<file path="src/rtl/candy_vend_ctrl.sv">
// Vending controller: accumulates coin credit, tracks per-item stock, vends an
// affordable in-stock item for VEND_CYC cycles and refunds leftover credit as a
// train of unit change pulses (pulse, gap, pulse ...).
module candy_vend_ctrl #(
   parameter int                    N_ITEMS    = 5,
   parameter int                    CW         = 4,
   parameter int                    MAX_CREDIT = 15,
   parameter logic [N_ITEMS*CW-1:0] PRICES     = 20'h54321,
   parameter int                    STOCK_W    = 3,
   parameter int                    STOCK_INIT = 7,
   parameter int                    VEND_CYC   = 4,
   parameter int                    IW         = 3
) (
   input  logic               clk,
   input  logic               reset,
   input  logic               coin_valid,
   input  logic [CW-1:0]      coin_val,
   input  logic               sel_valid,
   input  logic [IW-1:0]      sel_idx,
   input  logic               cancel,
   input  logic               restock,
   output logic [CW-1:0]      credit,
   output logic [N_ITEMS-1:0] can_buy,
   output logic [N_ITEMS-1:0] sold_out,
   output logic               vend,
   output logic [IW-1:0]      vend_idx,
   output logic               change_pulse,
   output logic               reject,
   output logic               busy
);

   localparam logic [1:0] ACCEPT = 2'd0;
   localparam logic [1:0] VEND   = 2'd1;
   localparam logic [1:0] CHANGE = 2'd2;

   localparam int                 VCW      = $clog2(VEND_CYC + 1);
   localparam logic [VCW-1:0]     VEND_LD  = VCW'(VEND_CYC);
   localparam logic [STOCK_W-1:0] STOCK_LD = STOCK_W'(STOCK_INIT);
   localparam logic [CW:0]        MAX_SUM  = (CW+1)'(MAX_CREDIT);
   localparam logic [IW:0]        N_LIM    = (IW+1)'(N_ITEMS);

   logic [1:0]         state;
   logic [VCW-1:0]     vend_cnt;
   logic               chg_phase;
   logic [STOCK_W-1:0] stock [N_ITEMS];
   logic               sel_ok;

   function automatic logic [CW-1:0] price_of(input int i);
      return PRICES[i*CW +: CW];
   endfunction

   // Sum is formed one bit wider than credit so an overflowing coin cannot wrap.
   function automatic logic coin_fits(input logic [CW-1:0] cr, input logic [CW-1:0] c);
      logic [CW:0] sum;
      sum = {1'b0, cr} + {1'b0, c};
      return (sum <= MAX_SUM);
   endfunction

   // Per-item purchasability and sold-out flags derived from registered state.
   always_comb begin
      can_buy  = '0;
      sold_out = '0;
      for (int i = 0; i < N_ITEMS; i++) begin
         sold_out[i] = (stock[i] == '0);
         can_buy[i]  = (state == ACCEPT) && (stock[i] != '0) && (credit >= price_of(i));
      end
   end

   // A selection is honoured only for an in-range, currently purchasable item.
   always_comb begin
      sel_ok = 1'b0;
      if ({1'b0, sel_idx} < N_LIM) sel_ok = can_buy[sel_idx];
   end

   assign busy = (state != ACCEPT);

   // Main FSM: credit, stock, vend timing and change-pulse generation.
   always_ff @(posedge clk or negedge reset) begin
      if (!reset) begin
         state        <= ACCEPT;
         credit       <= '0;
         vend         <= 1'b0;
         vend_idx     <= '0;
         change_pulse <= 1'b0;
         reject       <= 1'b0;
         vend_cnt     <= '0;
         chg_phase    <= 1'b0;
         for (int i = 0; i < N_ITEMS; i++) stock[i] <= STOCK_LD;
      end else begin
         change_pulse <= 1'b0;
         reject       <= 1'b0;
         case (state)
            ACCEPT: begin
               if (cancel) begin
                  // A coin arriving alongside a higher-priority strobe is refused.
                  reject <= coin_valid;
                  if (credit != '0) begin
                     state     <= CHANGE;
                     chg_phase <= 1'b0;
                  end
               end else if (sel_valid) begin
                  reject <= coin_valid;
                  if (sel_ok) begin
                     credit          <= credit - price_of(int'(sel_idx));
                     stock[sel_idx]  <= stock[sel_idx] - STOCK_W'(1);
                     vend_idx        <= sel_idx;
                     vend            <= 1'b1;
                     vend_cnt        <= VEND_LD;
                     state           <= VEND;
                  end
               end else if (coin_valid) begin
                  if (coin_val != '0) begin
                     if (coin_fits(credit, coin_val)) credit <= credit + coin_val;
                     else                             reject <= 1'b1;
                  end
               end else if (restock) begin
                  for (int i = 0; i < N_ITEMS; i++) stock[i] <= STOCK_LD;
               end
            end
            VEND: begin
               reject <= coin_valid;
               if (vend_cnt == VCW'(1)) begin
                  vend      <= 1'b0;
                  vend_cnt  <= '0;
                  chg_phase <= 1'b0;
                  state     <= (credit != '0) ? CHANGE : ACCEPT;
               end else begin
                  vend_cnt <= vend_cnt - VCW'(1);
               end
            end
            CHANGE: begin
               reject <= coin_valid;
               if (!chg_phase) begin
                  change_pulse <= 1'b1;
                  credit       <= credit - CW'(1);
                  chg_phase    <= 1'b1;
               end else begin
                  chg_phase <= 1'b0;
                  if (credit == '0) state <= ACCEPT;
               end
            end
            default: state <= ACCEPT;
         endcase
      end
   end

endmodule

</file>
<file path="config.mk">
export PLATFORM = sky130hd
export DESIGN_NAME = candy_vend_ctrl
export DESIGN_NICKNAME = d
export VERILOG_FILES = /design/src/rtl/candy_vend_ctrl.sv
export SDC_FILE = /design/constraint.sdc
export NUM_CORES = 1
export LEC_CHECK = 0
export CAP_MARGIN = 15
export CORE_MARGIN = 3
export CORE_UTILIZATION = 55
export CTS_CLUSTER_SIZE = 12
export DETAILED_ROUTE_END_ITERATION = 8
export HOLD_SLACK_MARGIN = 0.08
export PLACE_DENSITY_LB_ADDON = 0.05
export SKIP_LAST_GASP = 1
export SYNTH_ARGS = -nofsm -noshare
export SYNTH_HDL_FRONTEND = slang
export SYNTH_SLANG_ARGS = --single-unit
</file>
<file path="constraint.sdc">
create_clock -name clk -period 2.83 [get_ports clk]
set_clock_uncertainty 0.05 [all_clocks]
set_input_delay 0.4245 -clock clk [delete_from_list [all_inputs] [get_ports clk]]
set_output_delay 0.4245 -clock clk [all_outputs]
set_load 0.005 [all_outputs]
</file>
== Word level (Yosys, flattened, before mapping) ==
Cells that the tools add are included.
Word-level totals
  flip-flop bits (word level): 31
  output and inout bits: 21
  logic and storage cells: 142
Operators by class
  $add $sub $neg: 6
  order comparisons: 10
  eq/ne operators: 21
  shifts and indexed selects: 1
  multiplexer cells: 51
  bitwise logic cells: 2
  reductions and logical operators: 38
Operators by type and width (number)
  15-bit 2-to-1 mux: 4
  4-bit 2-to-1 mux: 7
  3-bit 2-to-1 mux: 7
  20-bit by 6-bit indexed part select with 4-bit output (first input constant): 1
  3-bit nonzero test: 6
  2-bit 2-to-1 mux: 8
  2-bit != test (second input constant): 8
  15-bit bitwise mux: 1
  3-bit zero test: 5
  1-bit 2-to-1 mux: 15
  3-bit != test (second input constant): 4
  4-bit AND reduction: 3
  1-bit logical AND: 11
  5-bit AND reduction: 2
  3-bit binary-select mux with 3-bit select: 1
  3-bit demux with 3-bit select: 1
  3-bit by 2-bit != test with 1-bit output (second input constant): 3
  4-bit by 2-bit greater-or-equal comparator with 1-bit output (second input constant): 2
  4-bit by 3-bit greater-or-equal comparator with 1-bit output (second input constant): 2
  4-bit one-hot mux with 2 select lines: 1
  2-bit nonzero test: 4
  4-bit nonzero test: 2
  7-bit AND reduction: 1
  2-bit by 1-bit != test with 1-bit output (second input constant): 3
  25 further kinds: 27

== Logic depth before layout (Yosys ltp) ==
  depth in word-level cells: 10
  gate-level depth with buffers: 12
  mapped depth without buffers: 11

== Worst setup path after synthesis ==
No wires, ideal clock.
  kind: input -> register
  from: input sel_idx[0]
  to: register stock[2] (netlist bit)
  library setup time: 82 ps
  arrival time: 2381 ps
  data required time: 2698 ps
  slack: 316 ps
  cell stages on the path: 8
  buffers on the path: 1
  path through: buf_2 -> mux4_2 -> nor2b_1 -> a31oi_1 -> ha_1 -> xor2_1 -> nand2_1 -> mux2_2
On the way
  word-level cells in the longest chain between the ends: 8
  elaborated cells on any way between the ends: 19
  classes of those cells: add/sub (1); order compare (3); eq/ne (1); mux (11); bitwise (1); reduce/logical (2)
Ends and longest elaborated chain
  from (decl): line 19  | input logic [IW-1:0] sel_idx,
  3-bit NOT with 4-bit output (not written as such): line 105  | stock[sel_idx] <= stock[sel_idx] - STOCK_W'(1);
  3-bit binary-select mux with 3-bit select (tied with other cells): line 105
  3-bit 2-to-1 mux (not written as such) or 1-bit logical AND (tied branches): line 105
  3-bit 2-to-1 mux (not written as such): line 105
  3-bit by 1-bit subtractor with 3-bit output or 3-bit demux with 3-bit select (tied branches): line 105
  15-bit bitwise mux: line 105
  15-bit 2-to-1 mux: line 103  | if (sel_ok) begin
  15-bit 2-to-1 mux: line 101  | end else if (sel_valid) begin
  to (signal, indexed assignment): line 105
  to (decl): line 45  | logic [STOCK_W-1:0] stock [N_ITEMS];
Several ways; a longest one is shown, not always the timed one. The select of a mux whose other input is x is not followed.
A chain may end at the register's enable or synchronous reset.

== Final worst setup path ==
  from: register credit[0]
  to: register credit[0]
On the way
  word-level cells in the longest chain between the ends: 7
  elaborated cells on any way between the ends: 29
  classes of those cells: add/sub (4); order compare (6); eq/ne (2); mux (11); reduce/logical (6)
Ends and longest elaborated chain
  from (decl): line 22  | output logic [CW-1:0] credit,
  from (signal assigned): line 104  | credit <= credit - price_of(int'(sel_idx));
  from (signal assigned): line 135  | credit <= credit - CW'(1);
  4-bit by 1-bit greater-or-equal comparator with 1-bit output (tied with other cells): line 65  | can_buy[i] = (state == ACCEPT) && (stock[i] != '0) && (credit >= price_of(i));
  1-bit logical AND or 4-bit 2-to-1 mux (tied branches): line 65, 113
  1-bit binary-select mux with 3-bit select or 4-bit 2-to-1 mux (tied branches): line 72, 112
  1-bit 2-to-1 mux (not written as such) or 4-bit 2-to-1 mux (tied branches): line 72, 111
  1-bit 2-to-1 mux or 4-bit 2-to-1 mux (tied branches): line 72, 101
  3-bit != test (no line) or 4-bit 2-to-1 mux (tied branches)
  7-bit AND reduction (no line) or 4-bit one-hot mux with 2 select lines (tied branches)
Several ways; a longest one is shown, not always the timed one. The select of a mux whose other input is x is not followed.

==> out/results.tsv <==
metric	value	unit
post-DR vias/cell	5.93	
Worst EP arrival	2770	ps
Achievable Freq	376	MHz
Synth area leader	dfrtp_1	
post-synth top area share	0.174	
n_diodes	0	
LEAKAGE	1.29	nW
Worst Hold Class	flip-flop to flip-flop	
Synth top cells by count	nor2_1 (30), a21oi_1 (22), ha_1 (21)	
ranking of synthesized cells by area	dfrtp_1 (17%), dfstp_2 (17%), ha_1 (11%), nor2_1 (4.9%), a21oi_1 (4.8%)	
Placement Setup Slack	-82.9	ps
total power	2.94	mW
Starting Density	0.597	
final setup fails	0	
H-Tree Level Count	2	
worst r2r src	credit[0]$_DFFE_PN0P_	
area of the core	0.00385	mm2
clock slew at reported path FFs	70	ps
largest net degree at the start of global routing	32	
Tcrit/Tclk final	0.939	
I/O pin count	34	
minimum clock period	2660	ps
measured slew at the worst slew-check pin	557	ps
drt first pass iters	4	
WL/cell	17.3	um
Hold Path End	vend_idx[0]$_DFFE_PN0P_	
Peak VDD IR	637	uV
most common cell in the netlist	nor2_1	
Synth Warn #	0	
Slew Limit Fails	0	
Final ANT Viol Nets	0	
CP startpoint kind	flip-flop	
Worst R2R Path Depth	9	
Tot GR Track Use	0.259	
DP HPWL	4580	um
Synth cell types	50	
Max Cap Violations	0	
Post-synth EDFFs	0	
Top FF cell, synth	dfrtp_1	
Rows	22	
post-synthesis cell area	0.00230	mm2
Max Root-Sink Buffers	2	
FF-to-FF End	credit[0]$_DFFE_PN0P_	
clk_lat worst skew	290	ps
area grow syn2layout	26.6	%
final worst-path setup slack	171	ps
hold path start	vend_idx[0]$_DFFE_PN0P_	
Die H	70.7	um
IO buf count	33	
unrepaired setup endpoints after global routing	false	
final WL	6110	um
die width	70.7	um
sequential fraction of the synthesis area	0.345	
synthesized area per cell	9.17	um2
drt drc	0	
initial antenna violation count	0	
NumNets Final	342	
status	finished, final reports clean	
Fill cells	289	
worst rel slew slack	0.626	
Final Hold Vio Count	0	
total CTS buffers	5	
CP endpoint kind	flip-flop	
Max FO, Critical Path	7	
layout cells sized above 1	0.196	
TritonCTS clock tree	done	
GP Congestion	0.841	
Setup Buffers After CTS	0	
hold depth	2	
Critical Path RT	2940	ps
syn_nets	287	
DR iter-0 viols	125	
root buffer cell	clkbuf_8	
#FFs+latches synth	31	
Sink Count	31	
GRT Residual Overflow	0	
die footprint	0.00500	mm2
reg-to-reg setup timing slack	170	ps
asr flop ratio synth	1.00	
vias in the first global route	2165	
Pwr per Cell Area	1010	mW/mm2
WS Path Type	flip-flop to flip-flop	
Mapped Cells	251	
first-pass GRT wire length	10400	um
via count	2098	
==> power by group <==
part           total (mW)  internal [mW]  switching, mW
clock               0.363          0.191          0.173
sequential          0.839          0.687          0.152
combinational        1.73          0.843          0.890
total                2.94           1.72           1.21
==> cell usage in the layout, fill, tap and decap left out, types with 9 or more instances in the layout <==
cell type        count
clkdlybuf4s50_1     33
inv_1               18
dfrtp_1             16
dfstp_2             15
buf_4               24
a21oi_1             22
nand2_1             15
ha_1                20
nor3_1               9
nor2_1              30
o21ai_0             16
==> worst max-delay path: stages (launching register included) <==
cell and delay, ps:
dfrtp_1 370, inv_1 160, ha_1 270, or4b_4 490, nand4b_2 140, nand3_4 100
buf_4 160, o41ai_4 420, mux2i_1 260, o31ai_1 90
==> metal layers <==
| metal | global-route usage | share of wire | vias to the layer above |
|---|---|---|---|
| li1 | - | - | 1012 |
| met1 | 0.346 | 0.43 | 1002 |
| met2 | 0.421 | 0.49 | 71 |
| met3 | 0.0455 | 0.054 | 13 |
| met4 | 0.100 | 0.021 | 0 |
| met5 | 0 | 0 | - |
==> sequential cells by signal (all words and copies together) (netlist names) <==
signal	cells
state	2
vend_cnt	3
credit	4
vend	1
stock	15
reject	1
change_pulse	1
chg_phase	1
vend_idx	3
==> timing repair <==
action                     4_1_cts  5_1_grt
resized for setup                0        1
hold buffers                     0        0
setup endpoints to repair        0        2
==> how the worst max path moves through the flow <==
stage | from | endpoint | slack (ps) | depth (start not counted)
after floorplan | sel_idx[0] | stock[2]$_DFFE_PN1P_ | 320 | 8
after global placement | coin_val[0] | credit[3]$_DFFE_PN0P_ | 30 | 9
after detailed placement | coin_val[0] | credit[2]$_DFFE_PN0P_ | -80 | 9
after CTS | credit[0]$_DFFE_PN0P_ | credit[0]$_DFFE_PN0P_ | 130 | 9
after global routing | credit[0]$_DFFE_PN0P_ | credit[0]$_DFFE_PN0P_ | 10 | 10
final | credit[0]$_DFFE_PN0P_ | credit[0]$_DFFE_PN0P_ | 170 | 9
==> per-stage QoR <==
| stage | util | TNS [ps] | std cells | cell area (um2) | hold WS, ps |
|---|---|---|---|---|---|
| floorplan | - | 0 | 251 | 2300 | 78.9 |
| global placement | 0.733 | 0 | 347 | 2830 | 409 |
| detailed placement | 0.733 | -188 | 347 | 2830 | 426 |
| CTS | 0.756 | 0 | 354 | 2910 | 441 |
| global route | 0.756 | 0 | 354 | 2920 | 463 |
| finish | 0.756 | 0 | 354 | 2920 | 436 |
==> logic make-up (layout without fill, tap and decap cells) <==
logic type	Yosys count	count (layout)	synth area share
and+or+nand+nor	82	82	0.185
AOI/OAI and AO/OA	72	72	0.209
DFF	31	31	0.345
buffers and inverters	27	82	0.0500
adders and majority gates	23	23	0.132
muxes	10	10	0.0565
xor gates and xnor gates	6	6	0.0228
==> cell type report <==
class | count | area, um2 | area share
clock buffers | 6 | 82.6 | 0.0283
clock inverters | 1 | 5.00 | 0.00172
flip-flops and latches | 31 | 795 | 0.273
repair buffers | 57 | 510 | 0.175
multi-input cells | 193 | 1400 | 0.479
inverters | 18 | 67.6 | 0.0232
well taps | 48 | 60.1 | 0.0206
Note: power is estimated with default switching activity, not from simulation.
